==> config.mk <==
export PLATFORM = sky130hd
export DESIGN_NAME = event_packer_flat
export DESIGN_NICKNAME = d
export VERILOG_FILES = /design/src/rtl/event_packer_pkg.sv /design/src/rtl/event_packer_if.sv /design/src/rtl/sync_fifo.sv /design/src/rtl/event_packer.sv /design/src/flat_wrapper.sv
export SDC_FILE = /design/constraint.sdc
export NUM_CORES = 1
export LEC_CHECK = 0
export BUFFER_PORTS_ARGS = -buffer_cell sky130_fd_sc_hd__buf_2
export CAP_MARGIN = 25
export CORE_MARGIN = 2
export CORE_UTILIZATION = 25
export DETAILED_ROUTE_END_ITERATION = 10
export GPL_ROUTABILITY_DRIVEN = 1
export GPL_TIMING_DRIVEN = 0
export MAX_ROUTING_LAYER = met4
export PLACE_DENSITY = 0.46
export SYNTH_ARGS = -nofsm -noshare
export SYNTH_HDL_FRONTEND = slang
export SYNTH_SLANG_ARGS = --single-unit
==> constraint.sdc <==
create_clock -name clk -period 11.9 [get_ports clk]
set_input_delay 0 -clock clk [delete_from_list [all_inputs] [get_ports clk]]
set_output_delay 0 -clock clk [all_outputs]
set_load 0.005 [all_outputs]
==> src/rtl/event_packer_pkg.sv <==
// Shared types and record layout constants for the event packer.
package event_packer_pkg;

  typedef enum logic [1:0] {
    StIdle,
    StCollect,
    StCommit
  } state_e;

  localparam logic [7:0]  HEADER_BYTE = 8'hA5;
  localparam int unsigned TS_BYTES    = 4;
  localparam int unsigned PEAK_BYTES  = 2;
  localparam int unsigned AREA_BYTES  = 3;

  typedef struct packed {
    logic       coinc;
    logic [6:0] hit;
  } flags_t;

  // Header byte + timestamp + flags byte, then peak/area per channel.
  function automatic int unsigned record_bytes(int unsigned n_ch);
    return 2 + TS_BYTES + n_ch * (PEAK_BYTES + AREA_BYTES);
  endfunction

endpackage

==> src/rtl/event_packer_if.sv <==
// Byte stream with valid/ready handshake toward the UART transmitter.
interface event_packer_if;
  logic [7:0] out_data;
  logic       out_valid;
  logic       out_ready;

  modport master (output out_data, output out_valid, input out_ready);
  modport slave  (input out_data, input out_valid, output out_ready);
endinterface

==> src/rtl/sync_fifo.sv <==
// Synchronous FIFO with show-ahead read port; Depth must be a power of two.
module sync_fifo #(
  parameter int unsigned Width = 8,
  parameter int unsigned Depth = 8
) (
  input  logic                   clk_i,
  input  logic                   rst_i,
  input  logic                   wr_en_i,
  input  logic [Width-1:0]       wr_data_i,
  input  logic                   rd_en_i,
  output logic [Width-1:0]       rd_data_o,
  output logic                   full_o,
  output logic                   empty_o,
  output logic [$clog2(Depth):0] count_o
);
  localparam int unsigned AddrW = $clog2(Depth);
  localparam logic [AddrW:0] DepthCnt = Depth[AddrW:0];

  logic [Width-1:0] mem_q [Depth];
  logic [AddrW-1:0] wr_ptr_q, wr_ptr_d;
  logic [AddrW-1:0] rd_ptr_q, rd_ptr_d;
  logic [AddrW:0]   count_q, count_d;
  logic             wr_acc, rd_acc;

  // Full is taken from the registered count, so a write when full is refused
  // even if a pop happens in the same cycle.
  assign full_o    = (count_q == DepthCnt);
  assign empty_o   = (count_q == '0);
  assign wr_acc    = wr_en_i & ~full_o;
  assign rd_acc    = rd_en_i & ~empty_o;
  assign rd_data_o = mem_q[rd_ptr_q];
  assign count_o   = count_q;

  always_comb begin
    wr_ptr_d = wr_ptr_q;
    rd_ptr_d = rd_ptr_q;
    count_d  = count_q;
    if (wr_acc) wr_ptr_d = wr_ptr_q + 1'b1;
    if (rd_acc) rd_ptr_d = rd_ptr_q + 1'b1;
    if (wr_acc && !rd_acc) begin
      count_d = count_q + 1'b1;
    end else if (!wr_acc && rd_acc) begin
      count_d = count_q - 1'b1;
    end
  end

  always_ff @(posedge clk_i or posedge rst_i) begin
    if (rst_i) begin
      wr_ptr_q <= '0;
      rd_ptr_q <= '0;
      count_q  <= '0;
    end else begin
      wr_ptr_q <= wr_ptr_d;
      rd_ptr_q <= rd_ptr_d;
      count_q  <= count_d;
    end
  end

  always_ff @(posedge clk_i) begin
    if (wr_acc) mem_q[wr_ptr_q] <= wr_data_i;
  end

endmodule

==> src/rtl/event_packer.sv <==
// Collects per-channel peak/area results into timestamped records, buffers them
// and streams them out one byte per handshake.
module event_packer
  import event_packer_pkg::*;
#(
  parameter int unsigned N_CH       = 2,
  parameter int unsigned N_P        = 12,
  parameter int unsigned N_A        = 20,
  parameter int unsigned N_TS       = 32,
  parameter int unsigned FIFO_DEPTH = 8
) (
  input  logic                     clk,
  input  logic                     reset,
  input  logic [N_CH-1:0][N_P-1:0] A_peak,
  input  logic [N_CH-1:0]          peak_ready,
  input  logic [N_CH-1:0][N_A-1:0] A_area,
  input  logic [N_CH-1:0]          area_ready,
  input  logic                     coincidence_flag,
  input  logic [15:0]              window_len,
  event_packer_if.master           out_if,
  output logic [15:0]              dropped_count,
  output logic                     busy
);
  localparam int unsigned RecBytes = record_bytes(N_CH);
  localparam int unsigned RecW     = RecBytes * 8;
  localparam int unsigned HdrBytes = 2 + TS_BYTES;
  localparam int unsigned ChBytes  = PEAK_BYTES + AREA_BYTES;
  localparam int unsigned IdxW     = $clog2(RecBytes);
  localparam int unsigned CntW     = $clog2(FIFO_DEPTH) + 1;

  state_e                  state_q, state_d;
  logic [N_TS-1:0]         ts_q, ev_ts_q, ev_ts_d;
  logic [15:0]             win_q, win_d;
  logic [N_CH-1:0]         pk_vld_q, pk_vld_d, ar_vld_q, ar_vld_d;
  logic [N_CH-1:0][N_P-1:0] pk_q, pk_d;
  logic [N_CH-1:0][N_A-1:0] ar_q, ar_d;
  logic                    coinc_q, coinc_d;
  logic [15:0]             drop_q, drop_d;
  logic                    capture;

  logic                    fifo_wr, fifo_rd, fifo_full, fifo_empty;
  logic [CntW-1:0]         fifo_cnt;
  logic [RecW-1:0]         rec_wr, rec_rd;
  flags_t                  flags;

  logic                    out_valid_q, out_valid_d;
  logic [IdxW-1:0]         idx_q, idx_d;
  logic [7:0]              rec_bytes [RecBytes];
  logic                    last_byte, accept;

  always_comb begin
    state_d  = state_q;
    ev_ts_d  = ev_ts_q;
    win_d    = win_q;
    pk_vld_d = pk_vld_q;
    ar_vld_d = ar_vld_q;
    pk_d     = pk_q;
    ar_d     = ar_q;
    coinc_d  = coinc_q;
    drop_d   = drop_q;
    fifo_wr  = 1'b0;
    capture  = 1'b0;
    unique case (state_q)
      StIdle: begin
        if (|peak_ready) begin
          capture = 1'b1;
          ev_ts_d = ts_q;
          coinc_d = coincidence_flag;
          // Window of 0 or 1 commits in the very next cycle.
          if (window_len <= 16'd1) begin
            state_d = StCommit;
          end else begin
            win_d   = window_len - 16'd2;
            state_d = StCollect;
          end
        end
      end
      StCollect: begin
        capture = 1'b1;
        if (coincidence_flag) coinc_d = 1'b1;
        if (win_q == 16'd0) state_d = StCommit;
        else                win_d   = win_q - 16'd1;
      end
      StCommit: begin
        if (!fifo_full)              fifo_wr = 1'b1;
        else if (drop_q != 16'hFFFF) drop_d  = drop_q + 16'd1;
        pk_vld_d = '0;
        ar_vld_d = '0;
        pk_d     = '0;
        ar_d     = '0;
        coinc_d  = 1'b0;
        state_d  = StIdle;
      end
      default: state_d = StIdle;
    endcase

    // First strobe per channel wins; later ones in the same window are ignored.
    if (capture) begin
      for (int c = 0; c < int'(N_CH); c++) begin
        if (peak_ready[c] && !pk_vld_q[c]) begin
          pk_vld_d[c] = 1'b1;
          pk_d[c]     = A_peak[c];
        end
        if (area_ready[c] && !ar_vld_q[c]) begin
          ar_vld_d[c] = 1'b1;
          ar_d[c]     = A_area[c];
        end
      end
    end
  end

  assign flags = '{coinc: coinc_q, hit: 7'(ar_vld_q)};

  always_comb begin
    rec_wr = '0;
    rec_wr[RecW-1 -: 8]  = HEADER_BYTE;
    rec_wr[RecW-9 -: 32] = 32'(ev_ts_q);
    rec_wr[RecW-41 -: 8] = flags;
    for (int c = 0; c < int'(N_CH); c++) begin
      rec_wr[RecW-1-8*(HdrBytes+ChBytes*c) -: 16] = 16'($signed(pk_q[c]));
      rec_wr[RecW-1-8*(HdrBytes+ChBytes*c+PEAK_BYTES) -: 24] = 24'($signed(ar_q[c]));
    end
  end

  sync_fifo #(
    .Width(RecW),
    .Depth(FIFO_DEPTH)
  ) u_fifo (
    .clk_i    (clk),
    .rst_i    (reset),
    .wr_en_i  (fifo_wr),
    .wr_data_i(rec_wr),
    .rd_en_i  (fifo_rd),
    .rd_data_o(rec_rd),
    .full_o   (fifo_full),
    .empty_o  (fifo_empty),
    .count_o  (fifo_cnt)
  );

  // Serialiser reads the FIFO head in place and pops after its last byte.
  always_comb begin
    for (int b = 0; b < int'(RecBytes); b++) begin
      rec_bytes[b] = rec_rd[RecW-1-8*b -: 8];
    end
  end

  assign last_byte = (idx_q == IdxW'(RecBytes - 1));
  assign accept    = out_valid_q & out_if.out_ready;
  assign fifo_rd   = accept & last_byte;

  always_comb begin
    out_valid_d = out_valid_q;
    idx_d       = idx_q;
    if (!out_valid_q) begin
      out_valid_d = ~fifo_empty;
      idx_d       = '0;
    end else if (accept) begin
      if (last_byte) begin
        idx_d       = '0;
        out_valid_d = (fifo_cnt > CntW'(1)) | fifo_wr;
      end else begin
        idx_d = idx_q + 1'b1;
      end
    end
  end

  assign out_if.out_valid = out_valid_q;
  assign out_if.out_data  = out_valid_q ? rec_bytes[idx_q] : 8'h00;
  assign dropped_count    = drop_q;
  assign busy             = (state_q != StIdle) | ~fifo_empty;

  always_ff @(posedge clk or posedge reset) begin
    if (reset) begin
      state_q     <= StIdle;
      ts_q        <= '0;
      ev_ts_q     <= '0;
      win_q       <= '0;
      pk_vld_q    <= '0;
      ar_vld_q    <= '0;
      pk_q        <= '0;
      ar_q        <= '0;
      coinc_q     <= 1'b0;
      drop_q      <= '0;
      out_valid_q <= 1'b0;
      idx_q       <= '0;
    end else begin
      state_q     <= state_d;
      ts_q        <= ts_q + 1'b1;
      ev_ts_q     <= ev_ts_d;
      win_q       <= win_d;
      pk_vld_q    <= pk_vld_d;
      ar_vld_q    <= ar_vld_d;
      pk_q        <= pk_d;
      ar_q        <= ar_d;
      coinc_q     <= coinc_d;
      drop_q      <= drop_d;
      out_valid_q <= out_valid_d;
      idx_q       <= idx_d;
    end
  end

endmodule

==> src/flat_wrapper.sv <==
// flat-port wrapper written by rule: the top's interface ports become plain ports
module event_packer_flat import event_packer_pkg::*;
#(
  parameter int unsigned N_CH       = 2,
  parameter int unsigned N_P        = 12,
  parameter int unsigned N_A        = 20,
  parameter int unsigned N_TS       = 32,
  parameter int unsigned FIFO_DEPTH = 8
)
  (clk, reset, A_peak, peak_ready, A_area, area_ready, coincidence_flag, window_len, dropped_count, busy, out_if_out_data, out_if_out_valid, out_if_out_ready);
  event_packer_if out_if_i ();
  input  logic clk;
  input  logic reset;
  input  logic [N_CH-1:0][N_P-1:0] A_peak;
  input  logic [N_CH-1:0] peak_ready;
  input  logic [N_CH-1:0][N_A-1:0] A_area;
  input  logic [N_CH-1:0] area_ready;
  input  logic coincidence_flag;
  input  logic [15:0] window_len;
  output logic [15:0] dropped_count;
  output logic busy;
  output wire logic [$bits(out_if_i.out_data)-1:0] out_if_out_data;
  output wire logic [$bits(out_if_i.out_valid)-1:0] out_if_out_valid;
  input wire logic [$bits(out_if_i.out_ready)-1:0] out_if_out_ready;
  assign out_if_out_data = out_if_i.out_data;
  assign out_if_out_valid = out_if_i.out_valid;
  assign out_if_i.out_ready = out_if_out_ready;
  event_packer #(.N_CH(N_CH), .N_P(N_P), .N_A(N_A), .N_TS(N_TS), .FIFO_DEPTH(FIFO_DEPTH)) u_core (.clk(clk), .reset(reset), .A_peak(A_peak), .peak_ready(peak_ready), .A_area(A_area), .area_ready(area_ready), .coincidence_flag(coincidence_flag), .window_len(window_len), .out_if(out_if_i), .dropped_count(dropped_count), .busy(busy));
endmodule
==> flow_metrics.env <==
export IMPL_grt_pass1_vias=22967
export IMPL_clkLatencyLatePin_ns=0.67
export IMPL_path_class="reg -> out"
export IMPL_peakVddDrop_v=0.000102
export IMPL_worstPathRequired_ns=11.90
export IMPL_synth_seq_area_share_pct=73.1
export IMPL_regArea_sq_um=28300
export IMPL_synth_adder_area_share_pct=0.549
export IMPL_synth_top_cells_by_area="edfxtp_1 61%, dfrtp_1 12%, mux4_2 11%, nand2_1 2.6%, mux2_2 1.5%"
export IMPL_power_density_nw_per_um2=158
export IMPL_clkTransAtPathRegs_ns=0.06
export IMPL_final_cell_area_sq_um=48000
export IMPL_dieArea_sq_um=158000
export IMPL_fin_ws_ns=6.52
export IMPL_gp_congestion=0.836
export IMPL_synth_top_family_by_area="multiplexers"
export IMPL_placed_cell_area_sq_um=43400
export IMPL_wl_per_cell_um=25.6
export IMPL_multi_input_comb_area_sq_um=9770
export IMPL_cts_sinks=974
export IMPL_ant_nets=0
export IMPL_syn_inst=2189
export IMPL_htreeDepth=3
export IMPL_endpoint="out_if_out_data[7]"
export IMPL_setup_viol=0
export IMPL_postCtsSetupRepairBufs=0
export IMPL_layout_commonest_cell="edfxtp_1"
export IMPL_outcome="finished, final reports clean"
export IMPL_die_w_um=398
export IMPL_initial_core_util_pct=25.2
export IMPL_critPathLaunchType="register"
export IMPL_tightest_slew_ns=1.19
export IMPL_synthXorXnorAreaFrac_pct=1.49
export IMPL_coreArea_sq_um=154000
export IMPL_final_fill_count=14982
export IMPL_synth_compound_area_share_pct=4.09
export IMPL_r2r_start="u_core.state_q[0]"
export IMPL_antenna_found_initial=5
export IMPL_vias=22271
export IMPL_synthFlopType="edfxtp_1"
export IMPL_num_io_pins=114
export IMPL_skew_ns=0.0223
export IMPL_clockBufferDepth=3
export IMPL_hpwl_um=87600
export IMPL_root_buffer="clkbuf_16"
export IMPL_drive_gt1_share_pct=25.0
export IMPL_wl_um=123000
export IMPL_yosys_warnings=0
export IMPL_fmax_mhz=186
export IMPL_layout_nets=2742
export IMPL_rsz0062_at_grt="no"
export IMPL_ys_types=69
export IMPL_finalMaxSlewViolations=0
export IMPL_syn_avg_cell_area_sq_um=17.7
export IMPL_placed_cells=4464
export IMPL_drt_pass1_iterations=6
export IMPL_cts_tree="done"
export IMPL_layout_min_cycle_time_ns=5.38
export IMPL_reg2reg_to="u_core.pk_q[12]"
export IMPL_avgViaCountPerCell=4.66
export IMPL_slew_headroom_pct=18.3
export IMPL_drc=0
export IMPL_grt_pass1_wl_um=173000
export IMPL_hold_viol=0
export IMPL_mappedNetlistNets=2294
export IMPL_grt_max_degree=93
export IMPL_critical_path_startpoint="u_core.u_fifo.rd_ptr_q[2]"
export IMPL_synth_simple_area_share_pct=5.36
export IMPL_stdcell_count=4779
export IMPL_areaGrowthSynthToFinish_pct=23.9
export IMPL_yosys_area_top_type="edfxtp_1"
export IMPL_async_flop_share_pct=18.7
export IMPL_synth_mux_area_share_pct=13.6
export IMPL_r2r_slack_ns=8.20
export IMPL_cts_inserted_buffers=105
export IMPL_rows=144
export IMPL_hp_class="in -> reg"
export IMPL_final_cell_mix="792 x edfxtp_1, 271 x nand2_1, 182 x dfrtp_1"
export IMPL_fin_util_pct=31.2
export IMPL_leakage_nw=15.8
export IMPL_endpoint_kind="primary output"
export IMPL_synth_top_area_share_pct=61.4
export IMPL_crit_arrival_ns=5.38
export IMPL_drt_iter0_markers=1970
export IMPL_p_total_mw=7.56
export IMPL_overflow=0
export IMPL_ys_ff_latch=974
export IMPL_post_place_ws_ns=7.26
export IMPL_syn_area_sq_um=38700
export IMPL_crit_fanout=10
export IMPL_reg2reg_depth=10
export IMPL_die_y_um=398
export IMPL_io_buffers=113
export IMPL_grt_util_all_layers_pct=15.8
export IMPL_drv_cap=0
export IMPL_period_share_pct=45.2
export IMPL_synth_edf_count=792
worst max-delay path, stage by stage, from the launching register on:
cell      delay, ns
dfrtp_1        0.37
buf_2          0.38
buf_1          0.78
clkbuf_1       0.76
clkbuf_1       0.74
nand2_1        0.14
a21oi_1        0.42
nor2_1         0.10
o41ai_1        0.72
buf_2          0.25
where the power goes:
part	total, mW	switching [mW]	internal, mW
combinational	0.177	0.0900	0.0868
sequential	4.12	0.196	3.92
clock	3.27	1.32	1.95
per-layer routing:
layer | global-route usage, % | up-vias | part of all wire [%]
met3 | 2.19 | 170 | 4.9
met2 | 26.5 | 720 | 50
met5 | - | - | 0
met4 | 3.48 | 0 | 2.2
met1 | 20.2 | 11844 | 43
li1 | - | 9537 | -
state kept, by name, indices dropped and copies added, names as in the netlist:
signal and cells:
u_core.coinc_q 1, u_core.state_q 2, u_core.dropped_count 16, u_core.win_q 16, u_core.out_if.out_valid 1, u_core.u_fifo.rd_ptr_q 3, u_core.ar_q 40, u_core.u_fifo.mem_q 792
u_core.ev_ts_q 32, u_core.idx_q 4, u_core.pk_vld_q 2, u_core.u_fifo.count_o 4, u_core.u_fifo.wr_ptr_q 3, u_core.pk_q 24, u_core.ts_q 32, u_core.ar_vld_q 2
worst min path at each step:
stage	end	depth (start not counted)	startpoint
after floorplan	u_core.ar_q[0]	2	A_area[0]
after global placement	u_core.ar_q[15]	3	A_area[15]
after detailed placement	u_core.dropped_count[1]	2	reset
after CTS	u_core.ar_q[34]	4	area_ready[1]
after global routing	u_core.ar_q[38]	4	area_ready[1]
final	u_core.ar_q[38]	4	area_ready[1]
cell type report:
cell class              instances  area share (%)
clock buffers                 144            6.03
multi-input cells            1081            20.4
well taps                    2044            5.33
flip-flops and latches        974            59.0
repair buffers                341            6.58
inverters                      24           0.203
plain buffers                 110            1.26
diodes                          7          0.0365
clock inverters                54            1.17
synthesized netlist by cell type (3+ instances only):
cell,n
or4_1,3
a2111oi_0,12
xor2_1,22
mux4_1,5
nor3b_1,6
a31oi_1,9
buf_6,14
o211ai_1,4
nand4_1,11
nand2b_1,6
buf_1,7
a21oi_1,50
xnor2_1,44
and3_1,11
nor2b_1,11
a221oi_1,6
nand3_1,42
buf_2,22
a21o_1,4
o21ai_0,98
ha_1,17
nor3_1,18
and2_1,9
clkbuf_1,55
and4_1,5
inv_1,23
a22o_1,7
dfrtp_1,182
a32o_1,3
a211oi_1,13
o31ai_1,7
nor4_1,4
mux2i_1,47
edfxtp_1,792
or3_1,7
buf_4,10
o22ai_1,19
nor2_1,41
mux4_2,181
mux2_2,52
nand2_1,271
logic make-up after synthesis:
logic type      count (synthesis)
simple gates                  459
fa+ha+maj                      17
mux                           285
compound gates                254
xor+xnor                       66
buf+inv                       134
flops                         974
through the flow:
stage | TNS [ns] | hold slack (ns)
CTS | 0 | 0.0199
global route | 0 | 0.0724
floorplan | 0 | 0.117
global placement | -3829.01 | 0.215
detailed placement | 0 | -0.0843
finish | 0 | 0.0548
timing repair:
item,CTS,global route
gates resized for setup,0,0
hold endpoints to repair,190,0
hold buffers,110,0
Power figures use the tool's default switching activity.
